**src/rtl/uart_msg_arbiter.sv**
```systemverilog
// uart_msg_arbiter
// Round-robin arbiter that shares one UART TX byte stream between N_SRC
// framed byte sources. The granted source owns the transmitter until its
// tlast byte is accepted, so messages never interleave. A stall timeout
// takes the transmitter back from a source that goes quiet mid-message.
// The outgoing byte is held in an output register.
//
// Ports:
//   clk          clock, all logic on the rising edge
//   rst_n        synchronous active-low reset
//   s_tdata      source bytes, source i at [i*N_BITS +: N_BITS]
//   s_tvalid     per-source byte valid
//   s_tlast      per-source last byte of message
//   s_tready     per-source accept (only the owner can see it high)
//   uart_tdata   registered byte to the UART TX core
//   uart_tvalid  registered byte valid
//   uart_tready  UART TX core ready
//   grant        one-hot transmitter owner, zero when idle
//   busy         high while a source owns the transmitter
//   abort        one-cycle pulse when a message is cut by the timeout
module uart_msg_arbiter #(
   parameter int N_SRC   = 4,
   parameter int N_BITS  = 8,
   parameter int TIMEOUT = 1024
) (
   input  logic                    clk,
   input  logic                    rst_n,
   input  logic [N_SRC*N_BITS-1:0] s_tdata,
   input  logic [N_SRC-1:0]        s_tvalid,
   input  logic [N_SRC-1:0]        s_tlast,
   output logic [N_SRC-1:0]        s_tready,
   output logic [N_BITS-1:0]       uart_tdata,
   output logic                    uart_tvalid,
   input  logic                    uart_tready,
   output logic [N_SRC-1:0]        grant,
   output logic                    busy,
   output logic                    abort
);

   localparam int PW = (N_SRC > 1) ? $clog2(N_SRC) : 1;
   localparam int CW = (TIMEOUT > 0) ? $clog2(TIMEOUT + 1) : 1;
   localparam logic [PW:0]   NSRC_W     = (PW + 1)'(N_SRC);
   // Abort is raised on the edge where the counter would reach TIMEOUT.
   localparam logic [CW-1:0] STALL_LAST = CW'((TIMEOUT > 0) ? (TIMEOUT - 1) : 0);
   localparam bit            TO_EN      = (TIMEOUT > 0);

   typedef enum logic {
      ST_IDLE = 1'b0,
      ST_XFER = 1'b1
   } state_t;

   state_t              r_state;
   logic [N_SRC-1:0]    r_grant;
   logic [PW-1:0]       r_ptr;
   logic [CW-1:0]       r_cnt;
   logic [N_BITS-1:0]   r_tdata;
   logic                r_tvalid;
   logic                r_busy;
   logic                r_abort;

   logic [2*N_SRC-1:0]  w_req_dbl;
   logic [N_SRC-1:0]    w_rot;
   logic [PW-1:0]       w_off;
   logic                w_any;
   logic [PW:0]         w_sum;
   logic [PW:0]         w_sel;
   logic [N_SRC-1:0]    w_sel_oh;
   logic [PW-1:0]       w_gidx;
   logic [PW:0]         w_ginc;
   logic [PW-1:0]       w_next_ptr;
   logic [N_BITS-1:0]   w_gdata;
   logic                w_gvalid;
   logic                w_glast;
   logic                w_out_free;
   logic                w_accept;
   logic                w_stall;
   logic                w_timeout;

   // Rotate requests so that bit 0 is the source at the priority pointer.
   assign w_req_dbl = {s_tvalid, s_tvalid} >> r_ptr;
   assign w_rot     = w_req_dbl[N_SRC-1:0];

   // First set bit of the rotated request vector, then undo the rotation.
   always_comb begin
      w_off = '0;
      w_any = 1'b0;
      for (int k = N_SRC - 1; k >= 0; k--) begin
         w_off = w_rot[k] ? PW'(k) : w_off;
         w_any = w_any | w_rot[k];
      end
      w_sum    = {1'b0, r_ptr} + {1'b0, w_off};
      w_sel    = (w_sum >= NSRC_W) ? (w_sum - NSRC_W) : w_sum;
      w_sel_oh = N_SRC'(1) << w_sel[PW-1:0];
   end

   // Owner index and owner byte from the one-hot grant.
   always_comb begin
      w_gidx  = '0;
      w_gdata = '0;
      for (int i = 0; i < N_SRC; i++) begin
         w_gidx  = r_grant[i] ? PW'(i) : w_gidx;
         w_gdata = r_grant[i] ? s_tdata[i*N_BITS +: N_BITS] : w_gdata;
      end
      w_ginc     = {1'b0, w_gidx} + (PW + 1)'(1);
      w_next_ptr = (w_ginc == NSRC_W) ? '0 : w_ginc[PW-1:0];
   end

   // Handshake qualifiers; grant is all-zero outside XFER so s_tready is too.
   assign w_gvalid   = |(s_tvalid & r_grant);
   assign w_glast    = |(s_tlast & r_grant);
   assign w_out_free = ~r_tvalid | uart_tready;
   assign w_accept   = (r_state == ST_XFER) & w_gvalid & w_out_free;
   // Back-pressure from the UART side is not a stall: only a missing source byte counts.
   assign w_stall    = (r_state == ST_XFER) & ~w_gvalid;
   assign w_timeout  = TO_EN & w_stall & (r_cnt == STALL_LAST);

   assign s_tready    = r_grant & {N_SRC{w_out_free}};
   assign grant       = r_grant;
   assign busy        = r_busy;
   assign abort       = r_abort;
   assign uart_tdata  = r_tdata;
   assign uart_tvalid = r_tvalid;

   // Arbitration FSM, stall counter and output byte register.
   always_ff @(posedge clk) begin
      if (!rst_n) begin
         r_state  <= ST_IDLE;
         r_grant  <= '0;
         r_ptr    <= '0;
         r_cnt    <= '0;
         r_tdata  <= '0;
         r_tvalid <= 1'b0;
         r_busy   <= 1'b0;
         r_abort  <= 1'b0;
      end else begin
         r_abort <= 1'b0;

         // The output register keeps draining after release, so it is
         // independent of the arbitration state.
         if (w_accept) begin
            r_tdata  <= w_gdata;
            r_tvalid <= 1'b1;
         end else if (uart_tready) begin
            r_tvalid <= 1'b0;
         end

         case (r_state)
            ST_IDLE: begin
               if (w_any) begin
                  r_grant <= w_sel_oh;
                  r_busy  <= 1'b1;
                  r_cnt   <= '0;
                  r_state <= ST_XFER;
               end
            end
            ST_XFER: begin
               if (w_accept && w_glast) begin
                  r_grant <= '0;
                  r_busy  <= 1'b0;
                  r_ptr   <= w_next_ptr;
                  r_state <= ST_IDLE;
               end else if (w_timeout) begin
                  r_grant <= '0;
                  r_busy  <= 1'b0;
                  r_abort <= 1'b1;
                  r_ptr   <= w_next_ptr;
                  r_state <= ST_IDLE;
               end else if (w_accept) begin
                  r_cnt <= '0;
               end else if (w_stall && TO_EN) begin
                  r_cnt <= r_cnt + CW'(1);
               end
            end
            default: begin
               r_state <= ST_IDLE;
               r_grant <= '0;
               r_busy  <= 1'b0;
               r_cnt   <= '0;
            end
         endcase
      end
   end

endmodule
```
**config.mk**
```make
export PLATFORM = sky130hd
export DESIGN_NAME = uart_msg_arbiter
export DESIGN_NICKNAME = d
export VERILOG_FILES = /design/src/rtl/uart_msg_arbiter.sv
export SDC_FILE = /design/constraint.sdc
export NUM_CORES = 1
export LEC_CHECK = 0
export BUFFER_PORTS_ARGS = -buffer_cell sky130_fd_sc_hd__buf_2
export CAP_MARGIN = 40
export CORE_MARGIN = 4
export CORE_UTILIZATION = 25
export DETAILED_ROUTE_END_ITERATION = 8
export PLACE_DENSITY = 0.53
export SETUP_SLACK_MARGIN = 0.4
export SYNTH_ARGS = -nofsm -noshare
export SYNTH_HDL_FRONTEND = slang
export SYNTH_SLANG_ARGS = --single-unit
```
**constraint.sdc**
```tcl
create_clock -name clk -period 3.8 [get_ports clk]
set_clock_uncertainty 0.2 [all_clocks]
set_input_delay 0.57 -clock clk [delete_from_list [all_inputs] [get_ports clk]]
set_output_delay 0.57 -clock clk [all_outputs]
set_load 0.05 [all_outputs]
```
==> impl_metrics.json <==
{
  "status": "completed",
  "via_count": 1999,
  "netlist.area_leader.share_pct": 31.35,
  "rows": 31,
  "synth_cells": 236,
  "htreeDepth": 2,
  "avgSynthCellArea_um2": 7.847,
  "cts.sinks": 29,
  "r2r.worst_path.cells": 5,
  "setup_violations": 0,
  "power.total_mw": 0.7631,
  "reg2reg_to": "r_cnt[9]",
  "place.gp.congestion": 0.7935,
  "grt_pass1_vias": 1959,
  "worstReg2RegStart": "grant[1]",
  "wl_met2_um": 2514,
  "dpl_cell_area_um2": 2228,
  "p_leak_nw": 0.8843,
  "first_pass_iters": 4,
  "crit_fanout": 16,
  "routed_wl_um": 5540,
  "power_per_cell_area_nw_per_um2": 329.7,
  "die_area_um2": 8848,
  "max_freq_mhz": 425.1,
  "ys_seq_area_share_pct": 31.35,
  "ys_seq_elements": 29,
  "pre_cts_ws_ns": 1.337,
  "grt_antenna_before_repair": 0,
  "io_pins": 62,
  "final_util_pct": 32.08,
  "required_ns": 3.77,
  "fin_crit_sh_pct": 61.90,
  "dp_hpwl_um": 4078,
  "worst_slew_pin_slew_ns": 0.7226,
  "clkTransAtPathRegs_ns": 0.06,
  "drive_above_1_share_pct": 28.08,
  "crit_arrival_ns": 2.33,
  "hold_class": "register to register",
  "cts_tree": "built",
  "cp_slowest_cell": "dfxtp_1",
  "cts_setup_buffers": 0,
  "chipHeight_um": 94.07,
  "met3_length_um": 352,
  "yosysWarnings": 0,
  "syn_to_final_growth_pct": 25.00,
  "crit_chain": "a22o_1 > o21ai_2 > o21ai_1 > o41ai_1 > a32o_1",
  "slew_viol_final": 0,
  "clock_latency_ns": 0.28,
  "synth_edf_count": 0,
  "tns_ns": 0,
  "finalWorstSetupSlack_ns": 1.448,
  "numCtsBuffers": 5,
  "root_buffer": "clkbuf_8",
  "portBuffers": 61,
  "maxSlewHeadroom_pct": 51.83,
  "cp-startpoint": "grant[1]",
  "top_layer_used": "met4",
  "cts.hold.buffers_added": 0,
  "globalRouteOverflowTotal": 0,
  "worstSetupPathType": "register to register",
  "syn_nets": 281,
  "synth.most_common_cell": "dfxtp_1",
  "synth.largest_area_cell": "dfxtp_1",
  "grt_max_degree": 27,
  "dr.first_iter.drc_count": 123,
  "worstHoldStart": "r_cnt[10]",
  "ys_async_sr_fraction_pct": 0,
  "design_area_um2": 2315,
  "nNetsFinal": 337,
  "syn_area_um2": 1852,
  "timing.max_cap.violations": 0,
  "cp-start-kind": "register",
  "grt_usage_pct": 13.00,
  "drc_errors": 0,
  "synth.distinct_cells": 51,
  "whs_path_depth": 2,
  "r2r_slack_ns": 1.45,
  "slowest_delay_ns": 0.68,
  "wl_met1_um": 2602,
  "fp.dieW_um": 94.07,
  "fillers": 803,
  "cts_buffer_depth": 2,
  "hold_viol_final": 0,
  "hold_end": "r_cnt[10]",
  "ys.flop_type": "dfxtp_1",
  "worst_ir_drop_vdd_v": 0.0001474,
  "core_area_um2": 7214,
  "rsz0062_at_grt": "false",
  "synth_area_leaders": "dfxtp_1 31%, a21oi_1 6.2%, nor2_1 5.3%, a221oi_1 3.8%, mux2i_1 3.2%",
  "postRouteAntennaNets": 0,
  "min_period_ns": 2.352,
  "post_cts_resized": 0,
  "avgRoutedWirePerCell_um": 14.17,
  "grt_pass1_wl_um": 9232,
  "viasPerCell": 5.113,
  "n_antenna_cell": 0,
  "synthTopCellsByCount": "29 x dfxtp_1, 26 x nor2_1, 23 x a21oi_1",
  "start_util_pct": 25.67,
  "cp-end-kind": "register"
}
==> cell usage in the layout, fill, tap and decap left out, types with 2 or more instances in the layout <==
master,netlist,final
buf_2,3,61
dfxtp_1,29,29
nor2_1,26,26
a21oi_1,23,23
nand2_1,16,16
o21ai_0,11,11
nor3_1,11,11
a221oi_1,8,8
o21a_1,7,7
mux2i_1,6,6
clkbuf_8,0,6
nor3b_1,5,5
inv_1,5,5
and2_1,5,5
nand3_1,5,5
o21ai_1,5,5
a211oi_1,5,5
nand4_1,4,4
o32ai_1,4,4
nor2b_1,4,4
or3_1,4,4
o211ai_1,3,3
nand3b_1,3,3
buf_4,0,3
a22oi_1,2,2
and3_1,2,2
a32o_1,2,2
o22ai_1,2,2
ha_1,2,2
==> critical path, delay by kind of cell, from the launching register on <==
kind               cells  cell delay [ns]
AOI/OAI and AO/OA      5             1.36
DFF                    1             0.68
==> state kept, by name (all words and copies together), names as in the netlist <==
| register | count |
|---|---|
| abort | 1 |
| busy | 1 |
| grant | 4 |
| r_cnt | 11 |
| r_ptr | 2 |
| r_state | 1 |
| uart_tdata | 8 |
| uart_tvalid | 1 |
==> cell families (layout without fill, tap and decap cells) <==
group / Yosys count / after routing / synth area share [%]
buf+inv: 21 / 77 / 5.270
mux: 6 / 6 / 3.243
fa+ha+maj: 2 / 2 / 1.351
compound gates: 83 / 83 / 31.49
flops: 29 / 29 / 31.35
simple gates: 95 / 95 / 27.30
==> how the worst max path moves through the flow <==
stage / to / slack [ns] / depth (start not counted)
2_1_floorplan: r_cnt[3] / 1.49 / 6
3_3_place_gp: r_cnt[3] / 1.35 / 6
3_5_place_dp: r_cnt[3] / 1.34 / 6
4_1_cts: r_cnt[0] / 1.47 / 5
5_1_grt: r_cnt[0] / 1.25 / 5
6_report: r_cnt[9] / 1.45 / 5
==> metal layers <==
| metal | global-route usage (%) | up-vias |
|---|---|---|
| met4 | 5.174 | 0 |
| met3 | 2.404 | 5 |
| met5 | 0 | - |
| met1 | 17.62 | 924 |
| met2 | 20.28 | 67 |
| li1 | - | 1003 |
==> metrics by stage <==
step / hold slack (ns) / instances
CTS: 0.2493 / 391
global placement: 0.2386 / 383
global route: 0.2488 / 391
finish: 0.2564 / 391
floorplan: 0.2068 / 236
detailed placement: 0.2377 / 384
==> report_power, final <==
group	internal, mW	switching (mW)
combinational	0.0645	0.112
clock	0.143	0.114
sequential	0.316	0.0134
==> area by class of cell <==
cell class                      instances  area, um2  area share, %
Clock buffer                            7      86.33          3.730
Sequential cell                        29      580.6          25.08
Timing Repair Buffer                   64      327.8          14.16
Multi-Input combinational cell        186       1174          50.70
Tap cell                               99      123.9          5.351
Inverter                                6      22.52         0.9730
Power figures use the tool's default switching activity.
